$ cat config.mk
export PLATFORM = sky130hd
export DESIGN_NAME = keypad_entry
export DESIGN_NICKNAME = d
export VERILOG_FILES = /design/src/rtl/keypad_pkg.sv /design/src/rtl/sync_2ff.sv /design/src/rtl/keypad_entry.sv
export SDC_FILE = /design/constraint.sdc
export NUM_CORES = 1
export LEC_CHECK = 0
export ABC_AREA = 1
export CORE_MARGIN = 1
export CORE_UTILIZATION = 25
export DETAILED_ROUTE_END_ITERATION = 12
export HOLD_SLACK_MARGIN = 0.02
export PLACE_DENSITY = 0.46
export SYNTH_ARGS = -nofsm -noshare
export SYNTH_HDL_FRONTEND = slang
export SYNTH_SLANG_ARGS = --single-unit
$ cat constraint.sdc
create_clock -name clk -period 4 [get_ports clk]
set_input_delay 1.2 -clock clk [delete_from_list [all_inputs] [get_ports clk]]
set_output_delay 1.2 -clock clk [all_outputs]
set_load 0.05 [all_outputs]
$ cat src/rtl/keypad_pkg.sv
// Shared keypad definitions: FSM states, idle row pattern, column drive table and decode helpers.
package keypad_pkg;

  localparam int unsigned ROW_W = 4;
  localparam int unsigned COL_W = 4;
  localparam int unsigned CNT_W = 32;
  localparam int unsigned VAL_W = 32;
  localparam int unsigned CODE_W = 4;

  typedef enum logic [1:0] {
    ST_SCAN     = 2'd0,
    ST_DEBOUNCE = 2'd1,
    ST_RELEASE  = 2'd2
  } state_e;

  localparam logic [ROW_W-1:0] ROW_IDLE = 4'b1111;
  localparam logic [COL_W-1:0] COL_OFF  = 4'b1111;

  // One-cold column drive indexed by column number (entry 0 drives column 0 low).
  localparam logic [3:0][COL_W-1:0] COL_TBL = {4'b0111, 4'b1011, 4'b1101, 4'b1110};

  // True when exactly one row line is pulled low.
  function automatic logic single_low(input logic [ROW_W-1:0] rows);
    logic [ROW_W-1:0] act;
    act = ~rows;
    return (act != 4'b0000) && ((act & (act - 4'd1)) == 4'b0000);
  endfunction

  // Index of the lowest-numbered row line that is low.
  function automatic logic [1:0] low_index(input logic [ROW_W-1:0] rows);
    if (!rows[0])      return 2'd0;
    else if (!rows[1]) return 2'd1;
    else if (!rows[2]) return 2'd2;
    else               return 2'd3;
  endfunction

endpackage

$ cat src/rtl/sync_2ff.sv
// Two-flop synchronizer for a bus of asynchronous level signals.
module sync_2ff #(
  parameter int unsigned         WIDTH   = 4,
  parameter logic [WIDTH-1:0]    RST_VAL = '1
) (
  input  logic             clk,
  input  logic             rst,
  input  logic [WIDTH-1:0] d,
  output logic [WIDTH-1:0] q
);

  logic [WIDTH-1:0] meta_q, meta_d;
  logic [WIDTH-1:0] sync_q, sync_d;

  // Next values: first stage captures the pin, second stage resolves metastability.
  always_comb begin
    meta_d = d;
    sync_d = meta_q;
  end

  // Synchronizer registers, reset to the idle level.
  always_ff @(posedge clk or negedge rst) begin
    if (!rst) begin
      meta_q <= RST_VAL;
      sync_q <= RST_VAL;
    end else begin
      meta_q <= meta_d;
      sync_q <= sync_d;
    end
  end

  assign q = sync_q;

endmodule

$ cat src/rtl/keypad_entry.sv
// 4x4 matrix keypad scanner with debounce, single-shot key accept and 8-digit hex entry register.
module keypad_entry
  import keypad_pkg::*;
#(
  parameter logic [31:0] SCAN_CNT     = 32'h20000,
  parameter logic [31:0] DEBOUNCE_CNT = 32'h100000
) (
  input  logic        clk,
  input  logic        rst,
  input  logic [3:0]  row,
  input  logic        clr,
  output logic [3:0]  col,
  output logic [31:0] value,
  output logic [3:0]  key_code,
  output logic        key_valid
);

  logic [ROW_W-1:0]  rs;
  state_e            state_q, state_d;
  logic [CNT_W-1:0]  cnt_q, cnt_d;
  logic [COL_W-1:0]  col_q, col_d;
  logic [1:0]        cidx_q, cidx_d;
  logic [ROW_W-1:0]  pat_q, pat_d;
  logic [VAL_W-1:0]  value_q, value_d;
  logic [CODE_W-1:0] key_code_q, key_code_d;
  logic              key_valid_q, key_valid_d;
  logic [1:0]        cidx_nxt;

  sync_2ff #(
    .WIDTH   (ROW_W),
    .RST_VAL (ROW_IDLE)
  ) u_row_sync (
    .clk (clk),
    .rst (rst),
    .d   (row),
    .q   (rs)
  );

  assign cidx_nxt = cidx_q + 2'd1;

  // Scan / debounce / release sequencing, key decode and entry-register update.
  always_comb begin
    state_d     = state_q;
    cnt_d       = cnt_q;
    col_d       = col_q;
    cidx_d      = cidx_q;
    pat_d       = pat_q;
    value_d     = value_q;
    key_code_d  = key_code_q;
    key_valid_d = 1'b0;

    case (state_q)
      ST_SCAN: begin
        if (col_q == COL_OFF) begin
          // first clock out of reset: start driving column 0
          col_d = COL_TBL[cidx_q];
          cnt_d = '0;
        end else if (cnt_q == SCAN_CNT) begin
          cnt_d = '0;
          if (rs != ROW_IDLE) begin
            pat_d   = rs;
            state_d = ST_DEBOUNCE;
          end else begin
            cidx_d = cidx_nxt;
            col_d  = COL_TBL[cidx_nxt];
          end
        end else begin
          cnt_d = cnt_q + 32'd1;
        end
      end

      ST_DEBOUNCE: begin
        if (rs != pat_q) begin
          state_d = ST_SCAN;
          cnt_d   = '0;
          cidx_d  = cidx_nxt;
          col_d   = COL_TBL[cidx_nxt];
        end else if (cnt_q == DEBOUNCE_CNT) begin
          state_d = ST_RELEASE;
          cnt_d   = '0;
          if (single_low(pat_q)) begin
            key_valid_d = 1'b1;
            key_code_d  = {low_index(pat_q), cidx_q};
            value_d     = {value_q[VAL_W-CODE_W-1:0], key_code_d};
          end
        end else begin
          cnt_d = cnt_q + 32'd1;
        end
      end

      ST_RELEASE: begin
        if (rs != ROW_IDLE) begin
          cnt_d = '0;
        end else if (cnt_q == DEBOUNCE_CNT) begin
          state_d = ST_SCAN;
          cnt_d   = '0;
          cidx_d  = cidx_nxt;
          col_d   = COL_TBL[cidx_nxt];
        end else begin
          cnt_d = cnt_q + 32'd1;
        end
      end

      default: begin
        state_d = ST_SCAN;
        cnt_d   = '0;
      end
    endcase

    // clear wins over a simultaneous digit shift
    if (clr) value_d = '0;
  end

  // State and output registers.
  always_ff @(posedge clk or negedge rst) begin
    if (!rst) begin
      state_q     <= ST_SCAN;
      cnt_q       <= '0;
      col_q       <= COL_OFF;
      cidx_q      <= 2'd0;
      pat_q       <= ROW_IDLE;
      value_q     <= '0;
      key_code_q  <= '0;
      key_valid_q <= 1'b0;
    end else begin
      state_q     <= state_d;
      cnt_q       <= cnt_d;
      col_q       <= col_d;
      cidx_q      <= cidx_d;
      pat_q       <= pat_d;
      value_q     <= value_d;
      key_code_q  <= key_code_d;
      key_valid_q <= key_valid_d;
    end
  end

  assign col       = col_q;
  assign value     = value_q;
  assign key_code  = key_code_q;
  assign key_valid = key_valid_q;

endmodule
# After elaboration in Yosys (flattened, before gate mapping)
# Index checks and enable logic that the tools add are counted.
[totals]
ff_bits = 89
latch_bits = 0
ramBits = 0
mem_bits_ro = 0
out_inout_bits = 41
wordCells = 95
n_memories = 0
[op_classes]
n_addsub = 3
multipliers = 0
n_div = 0
order_cmp = 2
eq_ne = 18
shifts = 0
n_mux = 44
bitwise = 4
reduce_logical = 14
[op_table]
columns = ["operator", "n"]
rows = [
  ["$mux 32", 10],
  ["$pmux 32 s3", 1],
  ["$add 32x1->32 const B", 1],
  ["$eq 32x18->1 const B", 1],
  ["$eq 32x21->1 const B", 1],
  ["$mux 4", 8],
  ["$mux 2", 15],
  ["$bmux 4 s2", 2],
  ["$ne 2x2->1 const B", 8],
  ["$pmux 2 s3", 2],
  ["$pmux 4 s3", 1],
  ["$reduce_and 4->1", 3],
  ["$reduce_and 6->1", 2],
  ["$ne 3x3->1 const B", 3],
  ["$reduce_and 7->1", 1],
  ["$lt 2x3->1 const B", 2],
  ["$reduce_bool 2->1", 3],
  ["$mux 1", 5],
  ["$and 4x4->4", 1],
  ["$eq 4x4->1 const B", 1],
  ["$logic_not 4->1", 1],
  ["$ne 4x4->1", 1],
  ["$ne 4x4->1 const B", 1],
  ["$not 4->4", 1],
  ["9 further kinds", 10],
]

# Depth between registers and ports, before layout
# Gate-level depths: netlist (run 1).
[depth]
word_depth = 10
mapped_depth = 12
depth_no_buf = 12

# Cells and area by module
# From an unflattened synthesis (run 1), not the netlist that was laid out.
[hier_totals]
cells_unflattened = 601
hier_area_um2 = 4757.1
[by_module_without_submodules]
columns = ["module", "instances", "cells_per_inst", "area_each_um2", "seq_area_each_um2"]
rows = [
  ["keypad_entry", 1, 593, 4546.9, 2037.0],
  ["sync_2ff", 1, 8, 210.2, 210.2],
]

# Worst setup path after synthesis (run 1)
# Ideal clock, no wire load.
[synth_path]
path_type = "register to output"
startpoint = "reg col_q[1] (netlist: col[1])"
endpoint = "out col[1]"
arrival_ns = 0.672
path_slack_ns = 2.128
stages_incl_launch_ff = 1
path_cell_list = "dfstp_2"
[synth_lines]
columns = ["element", "line", "rtl"]
rows = [
  ["start, declared", "keypad_entry.sv:21", "logic [COL_W-1:0] col_q, col_d;"],
  ["start signal, assigned", "keypad_entry.sv:128", "col_q <= col_d;"],
  ["end, declared", "keypad_entry.sv:12", "output logic [3:0] col,"],
]
# No word-level cell between the ends.

# Final worst setup path (run 1)
[layout_path]
startpoint = "reg col_q[1] (netlist: col[1])"
endpoint = "out col[1]"
# No word-level cell between the ends.

==> summary.md, run 1 <==
| Metric | Value |
|---|---|
| Pleak | 2.65 nW |
| Max cap viols | 0 |
| Syn. warnings | 0 |
| I/O pin count | 48 |
| Final Cell Area | 0.00567 mm2 |
| Diodes inserted | 0 |
| Initial antenna violation count | 0 |
| Layout Utilization | between 30 and 40% |
| DP HPWL | 7650 um |
| Drt total wl | roughly 11000 um |
| Pre-CTS setup slack | between 1 and 1.5 ns |
| Core area | 0.0181 mm2 |
| Share of layout cells above drive strength 1 | 8.32% |
| Slowest Stage Delay on Critical Path | 0.81 ns |
| GRT Residual Overflow | 0 |
| Drt via density | around 4.4 |
| Ys async rst share | 100% |
| First-pass GRT wire length | between 15000 and 20000 um |
| PortBufs | 47 |
| Vias in the first global route | approximately 3800 |
| Post-Syn Nets | between 600 and 700 |
| Drt pass-1 iters | 4 |
| Area fraction in compound gates after synthesis | 3.68% |
| Period utilization | around 73% |
| EDFF count, synth | 0 |
| H-tree levels | 3 |
| RSZ-0062 raised after global routing | no |
| Adder-Cell Fraction of Synth Area | 2.67% |
| # placed instances | 850 |
| Net Sw Frac | 21.1% |
| Syn_area_per_cell | 7.97 um2 |
| # rows | between 40 and 50 |
| IR drop worst, VDD | 0.000174 V |
| FMAX | 344 MHz |
| Max-slew violations | 0 |
| Maximum root-to-sink buffer count | 2 |
| Post-CTS Setup Bufs | 0 |
| Flop pwr share | 49.0% |
| Post-Route Setup TNS | 0 ns |
| Crit path max-delay cell type | clkdlybuf4s50_1 |
| Synth Cell Area | 0.00469 mm2 |
| Worst Path Buf+Inv | 1 |
| Clock sinks | 89 |
| Worst slew margin | a little under a third |
| Commonest cells after routing, fill and taps aside | 143 x nand2_1, 75 x nand3_1, 74 x inv_1, 73 x dfrtp_1, 70 x nor2_1 |
| Syn Inst Count | 588 |
| R2r setup slk | 1.53 ns |
| Cts repair resizes | 0 |
| CTS Buf Count | 9 |
| Die area | 0.0193 mm2 |
| Worst setup EP type | primary output |
| Crit path arrival time | about 1.7 ns |
| Worst clock skew | 0.0131 ns |
| CP startpoint | col[1] |
| Fin. Hold Viols | 0 |
| Hold depth | 0 |
| Largest family of logic cells by synthesized area | simple AND/OR/NAND/NOR gates |
| Setup crit start kind | register |
| Worst r2r src | cnt_q[26] |
| Initial Util | 25.8% |
| RePlAce Congestion | 0.785 |
| Antenna-violating nets left | 0 |
| Overall routing resource usage | 11.8% |
| Final Non-Filler Cells | 866 |
| Nets@finish | 649 |
| Cell Pwr Density | 328 mW/mm2 |
| Sequential area share after synthesis | 47.9% |
| Synth Area in Simple Gates | 31.8% |
| Hold Path Class | register to register |
| Cell variety after synth | 35 |
| Worst skew pair latency | 0.35 ns |
| Die Ht | 139 um |
| Crit Path Class | register to primary output |
| Average routed wire per standard cell | 12.4 um |
| Fin worst setup slack | 1.09 ns |
| Cells along the critical path | clkdlybuf4s50_1 |
| WHS | 0.358 ns |
| Tmin final | 2.91 ns |
| Int Power | 1.47 mW |
| NetSw | 391 uW |
| Status | complete, no violations |
| CTS tree | built |
| Pwr Total | 1.86 mW |
| Via count | 3795 |
| R2r endpoint | value[5] |
| Clock slew at reported path FFs | ~0.06 ns |
| CTS hold repair buffers | 0 |
| Commonest non-fill, non-tap cell in the layout | nand2_1 |
| Initial DRC count | ~210 |
| DP Area | 0.00535 mm2 |
| Largest net degree at the start of global routing | 81 |
| Hold Crit Start | u_row_sync.meta_q[2] |
| Synthesized flop and latch total | 89 |
| Xor/xnor share of the synthesized area | 5.23% |
| Clock root buffer | clkbuf_16 |
| Die Wd | 139 um |
| Ys flop type | dfrtp_1 |
| Delay-heaviest family, CP | buffers and inverters |
| Area Growth Syn to Fin | 20.9% |
| R2R cell count | 9 |
| CP max FO | 3 |
| Clock network fraction of total power | 48.9% |
| Hold Path Sink | u_row_sync.q[2] |
| Least-Margin Pin Slew | 1.04 ns |
| Part of the power in combinational logic | between 2 and 2.5% |
| Mux cell area share after synthesis | 0% |
| Endpoints failing setup | 0 |
| WP data required | about 2.8 ns |
| # DRC | 0 |
-- power by group through the flow --
stage / registers (mW) / clock network [mW] / logic [mW]
CTS: 0.910 / 0.939 / 0.0405
floorplan: 0.926 / 0 / 0.0120
detailed placement: 0.926 / 0 / 0.0405
finish: 0.910 / 0.908 / 0.0385
global placement: 0.926 / 0 / 0.0397
global route: 0.910 / 0.980 / 0.0451
-- cell type report --
type,instances,area (um2)
tap,229,287
clock buffer,11,233
timing repair buffer,50,490
sequential,89,2250
inverter,78,294
multi-input combinational,404,2030
clock inverter,5,82.6
fill,1966,12500
-- flip-flops by register name, indices dropped and copies added (netlist names) --
name / count
u_row_sync.q: 4
key_valid: 1
cidx_q: 2
col: 4
cnt_q: 32
pat_q: 4
u_row_sync.meta_q: 4
key_code: 4
state_q: 2
value: 32
-- synthesized netlist by cell type (6+ instances only) --
master / instances / share of area (%)
nand3_1: 75 / 8.0
ha_1: 10 / 2.7
nand3b_1: 7 / 1.1
dfstp_2: 16 / 9.0
dfrtp_1: 73 / 39
nor3_1: 12 / 1.3
o21ai_0: 18 / 1.9
o21ai_1: 7 / 0.75
inv_1: 74 / 5.9
xor2_1: 24 / 4.5
nor2_1: 70 / 5.6
nand4_1: 9 / 1.2
nand2_1: 143 / 11
nor2_2: 6 / 0.80
-- logic make-up (layout without fill, tap and decap cells) --
logic type               count (synthesis)  count (layout)
AO/OA/AOI/OAI                           32              32
XOR/XNOR                                28              28
adder cells (fa/ha/maj)                 10              10
buffers and inverters                   95             144
flip-flops                              89              89
AND/OR/NAND/NOR                        334             334
-- worst max-delay path by stage --
stage / endpoint / slack [ns] / cells past startpoint
2_1_floorplan: col[1] / 2.13 / 0
3_3_place_gp: value[31] / 1.21 / 5
3_5_place_dp: value[31] / 1.18 / 5
4_1_cts: col[1] / 1.08 / 1
5_1_grt: col[1] / 1.06 / 1
6_report: col[1] / 1.09 / 1
-- per-layer routing --
layer  routed length [um]  vias to the layer above  track usage, %
met2                 5220                       37            20.2
met4                  159                        0            6.14
met1                 5150                     1812            14.6
met5                    0                        -               0
li1                     -                     1938               -
met3                  178                        8            1.55
Note: power is estimated with default switching activity, not from simulation.
==> inputs of run 2 (changes only) <==
- PLACE_DENSITY: 0.46 -> 0.47
- clock period: 4 -> 2.45 ns (I/O delays scaled with it)
==> summary.md, run 2 (same netlist as run 1, synthesis figures left out) <==
| Metric | Value |
|---|---|
| H-tree levels | 3 |
| CTS tree | built |
| Worst Path Buf+Inv | 1 |
| NetSw | around 650 uW |
| # rows | 49 |
| Least-Margin Pin Slew | just over 0.5 ns |
| Max cap viols | 0 |
| Crit path max-delay cell type | clkdlybuf4s50_1 |
| Drt pass-1 iters | 6 |
| Cell Pwr Density | 518 mW/mm2 |
| Average routed wire per standard cell | 12.6 um |
| Area Growth Syn to Fin | 21.2% |
| Int Power | 2.29 mW |
| Cells along the critical path | clkdlybuf4s50_1 |
| Part of the power in combinational logic | about 2.3% |
| GRT Residual Overflow | 0 |
| Die Ht | 139 um |
| Fin. Hold Viols | 0 |
| Net Sw Frac | 22.2% |
| Nets@finish | 653 |
| Vias in the first global route | ~3800 |
| Die area | 0.0193 mm2 |
| CP startpoint | value[26] |
| Worst skew pair latency | 0.35 ns |
| R2R cell count | 11 |
| Cts repair resizes | 0 |
| Via count | 3825 |
| Overall routing resource usage | 12.2% |
| CTS Buf Count | 9 |
| Post-CTS Setup Bufs | 0 |
| Worst path depth | 1 |
| Post-Route Setup TNS | 0 ns |
| I/O pin count | 48 |
| Crit Path Class | register to primary output |
| First-pass GRT wire length | 18800 um |
| Clock network fraction of total power | 47.2% |
| Status | complete, no violations |
| Worst r2r src | cnt_q[0] |
| CP max FO | 3 |
| Hold Path Class | primary input to async pin |
| Largest net degree at the start of global routing | between 40 and 50 |
| CTS hold repair buffers | 0 |
| Share of layout cells above drive strength 1 | 9.83% |
| Die Wd | 139 um |
| RSZ-0062 raised after global routing | no |
| Period utilization | 94.0% |
| Clock slew at reported path FFs | 0.06 ns |
| WP data required | 1.71 ns |
| Worst clock skew | 0.00811 ns |
| Slowest Stage Delay on Critical Path | about 0.83 ns |
| RePlAce Congestion | between 0.8 and 0.9 |
| Maximum root-to-sink buffer count | 2 |
| Commonest non-fill, non-tap cell in the layout | nand2_1 |
| Diodes inserted | 0 |
| Initial antenna violation count | 0 |
| Worst slew margin | between 60 and 70% |
| Antenna-violating nets left | 0 |
| Delay-heaviest family, CP | buffers and inverters |
| Clock root buffer | clkbuf_16 |
| FMAX | ~430 MHz |
| Max-slew violations | 0 |
| Drt via density | 4.40 |
| IR drop worst, VDD | 0.000381 V |
| Initial Util | 25.8% |
| Core area | approximately 0.018 mm2 |
| R2r endpoint | value[29] |
| Tmin final | approximately 2.3 ns |
| Initial DRC count | 281 |
| DP HPWL | 7870 um |
| Crit path arrival time | 1.57 ns |
| # DRC | 0 |
| Flop pwr share | 50.5% |
| Endpoints failing setup | 0 |
| Worst setup endpoint | value[26] |
| Worst setup EP type | primary output |
| Pwr Total | 2.94 mW |
| Pleak | 2.67 nW |
| R2r setup slk | 0.53 ns |
| Filler Cell Count | 1937 |
| Clock sinks | a little under 90 |
| Drt total wl | 11000 um |
| Commonest cells after routing, fill and taps aside | 143 x nand2_1, 75 x nand3_1, 74 x inv_1, 73 x dfrtp_1, 70 x nor2_1 |
| WHS | 0.281 ns |
| Setup crit start kind | register |
| PortBufs | 47 |
-- run 2: changes by cell type in the layout (fill, tap and decap cells not counted), sizes merged --
cell	previous run	this run
buf	4	12
clkdlybuf4s50	46	42
clkbuf	11	9
clkinvlp	0	2
bufinv	2	1
inv	76	77
-- run 2: final cells by class --
cell class                      instances  area [um2]  area share (%)
Sequential cell                        89        2250            39.6
Multi-Input combinational cell        404        2030            35.8
Timing Repair Buffer                   54         523            9.21
Inverter                               78         294            5.18
Tap cell                              229         287            5.05
Clock buffer                            9         225            3.97
Clock inverter                          7        68.8            1.21
-- run 2: metal layers --
metal | track usage [%] | vias up | share of wire, %
li1 | - | 1938 | -
met1 | 15.7 | 1815 | 47
met2 | 19.6 | 59 | 47
met3 | 3.35 | 13 | 3.4
met4 | 4.15 | 0 | 1.8
met5 | 0 | - | 0
-- run 2: worst min path at each step --
stage                            endpoint  slack (ns)  depth (start not counted)
final                           value[29]        0.28                          1
after global routing            value[29]        0.29                          1
after CTS                       value[29]        0.28                          1
after detailed placement  u_row_sync.q[2]        0.35                          0
after global placement    u_row_sync.q[1]        0.35                          0
after floorplan           u_row_sync.q[0]        0.35                          0
-- run 2: power groups by stage --
stage,registers (mW),logic [mW],clock network [mW]
global placement,1.51,0.0694,0
global route,1.49,0.0788,1.49
floorplan,1.51,0.0197,0
detailed placement,1.51,0.0700,0
finish,1.49,0.0676,1.39
CTS,1.49,0.0703,1.43
-- run 2: per-stage QoR --
stage	std cells	cell area (um2)	setup WS (ns)	util, %
after floorplan	588	4690	0.779	-
after global placement	854	5390	0.492	29.7
after detailed placement	854	5390	0.477	29.7
after CTS	870	5680	0.122	31.3
after global routing	870	5680	0.0854	31.3
final	870	5680	0.147	31.3
==> inputs of run 3 (changes only) <==
- PLACE_DENSITY: 0.47 -> default
==> summary.md, run 3 (same netlist as run 1, synthesis figures left out) <==
| Metric | Value |
|---|---|
| Status | complete, but fails checks |
| Violated checks | DRC |
| Fin. Hold Viols | 0 |
| WHS | 0.356 ns |
| Worst setup EP type | primary output |
| I/O pin count | 48 |
| RePlAce Congestion | between 0.8 and 0.9 |
| Cts repair resizes | 0 |
| Fin worst setup slack | 0.130 ns |
| Pwr Total | 2.93 mW |
| DP HPWL | 7270 um |
| GRT Residual Overflow | 0 |
| Worst Path Buf+Inv | 1 |
| Crit path max-delay cell type | clkdlybuf4s50_1 |
| Die Wd | around 140 um |
| Via count | 3736 |
| RSZ-0062 raised after global routing | no |
| Cells along the critical path | clkdlybuf4s50_1 |
| Period utilization | 94.7% |
| Tmin final | ~2.3 ns |
| Delay-heaviest family, CP | buffers and inverters |
| PortBufs | 47 |
| Met2 usage | 17.6% |
| Area Growth Syn to Fin | 21.3% |
| # DRC | 1 |
| WP data required | ~1.7 ns |
| Initial Util | 25.8% |
| Nets@finish | 652 |
| First-pass GRT wire length | 17600 um |
| Clock slew at reported path FFs | 0.08 ns |
| H-tree levels | 3 |
| Commonest cells after routing, fill and taps aside | 143 x nand2_1, 75 x nand3_1, 74 x inv_1, 73 x dfrtp_1, 70 x nor2_1 |
| Worst clock skew | 0.0154 ns |
| Endpoints failing setup | 0 |
| Worst skew pair latency | 0.35 ns |
| Worst slew margin | 57.5% |
| Met3 Use GR | a little under 2% |
| Post-Route Setup TNS | 0 ns |
| CP max FO | 3 |
| Clock sinks | roughly 90 |
| Least-Margin Pin Slew | around 0.64 ns |
| Drt total wl | just over 10000 um |
| Most used routing layer in global routing | met2 |
| CTS hold repair buffers | 0 |
| Largest net degree at the start of global routing | 53 |
| Drt via density | 4.30 |
| Diodes inserted | 0 |
| Share of layout cells above drive strength 1 | 9.69% |
| Clock root buffer | clkbuf_16 |
| Filler Cell Count | a little under 2000 |
| Core area | roughly 0.018 mm2 |
| # rows | between 40 and 50 |
| Drt pass-1 iters | 10 |
| Setup crit start kind | register |
| Pre-CTS setup slack | 0.378 ns |
| Max cap viols | 0 |
| Initial antenna violation count | 0 |
| Cell Pwr Density | 515 mW/mm2 |
| Crit path arrival time | 1.59 ns |
| Overall routing resource usage | 11.3% |
| Vias in the first global route | about 3500 |
| Antenna-violating nets left | 0 |
| Grt met1 use | 15.7% |
| Post-CTS Setup Bufs | 0 |
| Pleak | 2.67 nW |
| IR drop worst, VDD | 0.000317 V |
| CTS tree | built |
| Maximum root-to-sink buffer count | 2 |
| Crit Path Class | register to primary output |
| CTS Buf Count | 9 |
| FMAX | 431 MHz |
| Die area | 0.0193 mm2 |
| Slowest Stage Delay on Critical Path | 0.82 ns |
| Max-slew violations | 0 |
| Die Ht | 139 um |
| Average routed wire per standard cell | about 12 um |
| Initial DRC count | 210 |
| Commonest non-fill, non-tap cell in the layout | nand2_1 |
| Hold Path Class | register to register |
run 3: changes by cell type in the layout (fill, tap and decap cells not counted), sizes merged:
cell	before	now
bufinv	1	0
clkinvlp	2	1
inv	77	81
clkinv	5	3
buf	12	11
run 3: routing by layer:
| metal | vias up | wire length (um) |
|---|---|---|
| met5 | - | 0 |
| met4 | 0 | 145 |
| met3 | 9 | 304 |
| met2 | 57 | 4650 |
| met1 | 1727 | 5060 |
| li1 | 1943 | - |
run 3: path summary, 6_finish.rpt:
path	from	to	slack, ns	depth (start not counted)
max	value[25]	value[25]	0.13	1
min	u_row_sync.meta_q[0]	u_row_sync.q[0]	0.36	0
max reg2reg	cnt_q[0]	value[4]	0.40	10
min reg2reg	u_row_sync.meta_q[0]	u_row_sync.q[0]	0.36	0
max in group asynchronous	rst	cnt_q[6]	1.47	2
min in group asynchronous	rst	cnt_q[27]	0.42	1
run 3: metrics by stage:
stage               utilization [%]  instance area, um2  cells
global placement               29.7                5390    853
detailed placement             29.7                5390    853
CTS                            31.3                5690    869
floorplan                         -                4690    588
finish                         31.3                5690    869
global route                   31.3                5690    869
run 3: power breakdown:
part | internal, mW | leakage (nW) | switching (mW) | total [mW]
clock | 0.722 | 0.144 | 0.650 | 1.37
sequential | 1.48 | 1.17 | 0.00345 | 1.48
combinational | 0.0199 | 1.35 | 0.0493 | 0.0692
run 3: area by class of cell:
| type | instances | area [um2] | share of cell area (%) |
|---|---|---|---|
| flip-flops and latches | 89 | 2250 | 39.5 |
| clock inverters | 7 | 70.1 | 1.23 |
| repair buffers | 53 | 528 | 9.29 |
| well taps | 229 | 287 | 5.04 |
| clock buffers | 9 | 225 | 3.96 |
| multi-input cells | 404 | 2030 | 35.8 |
| inverters | 78 | 294 | 5.17 |
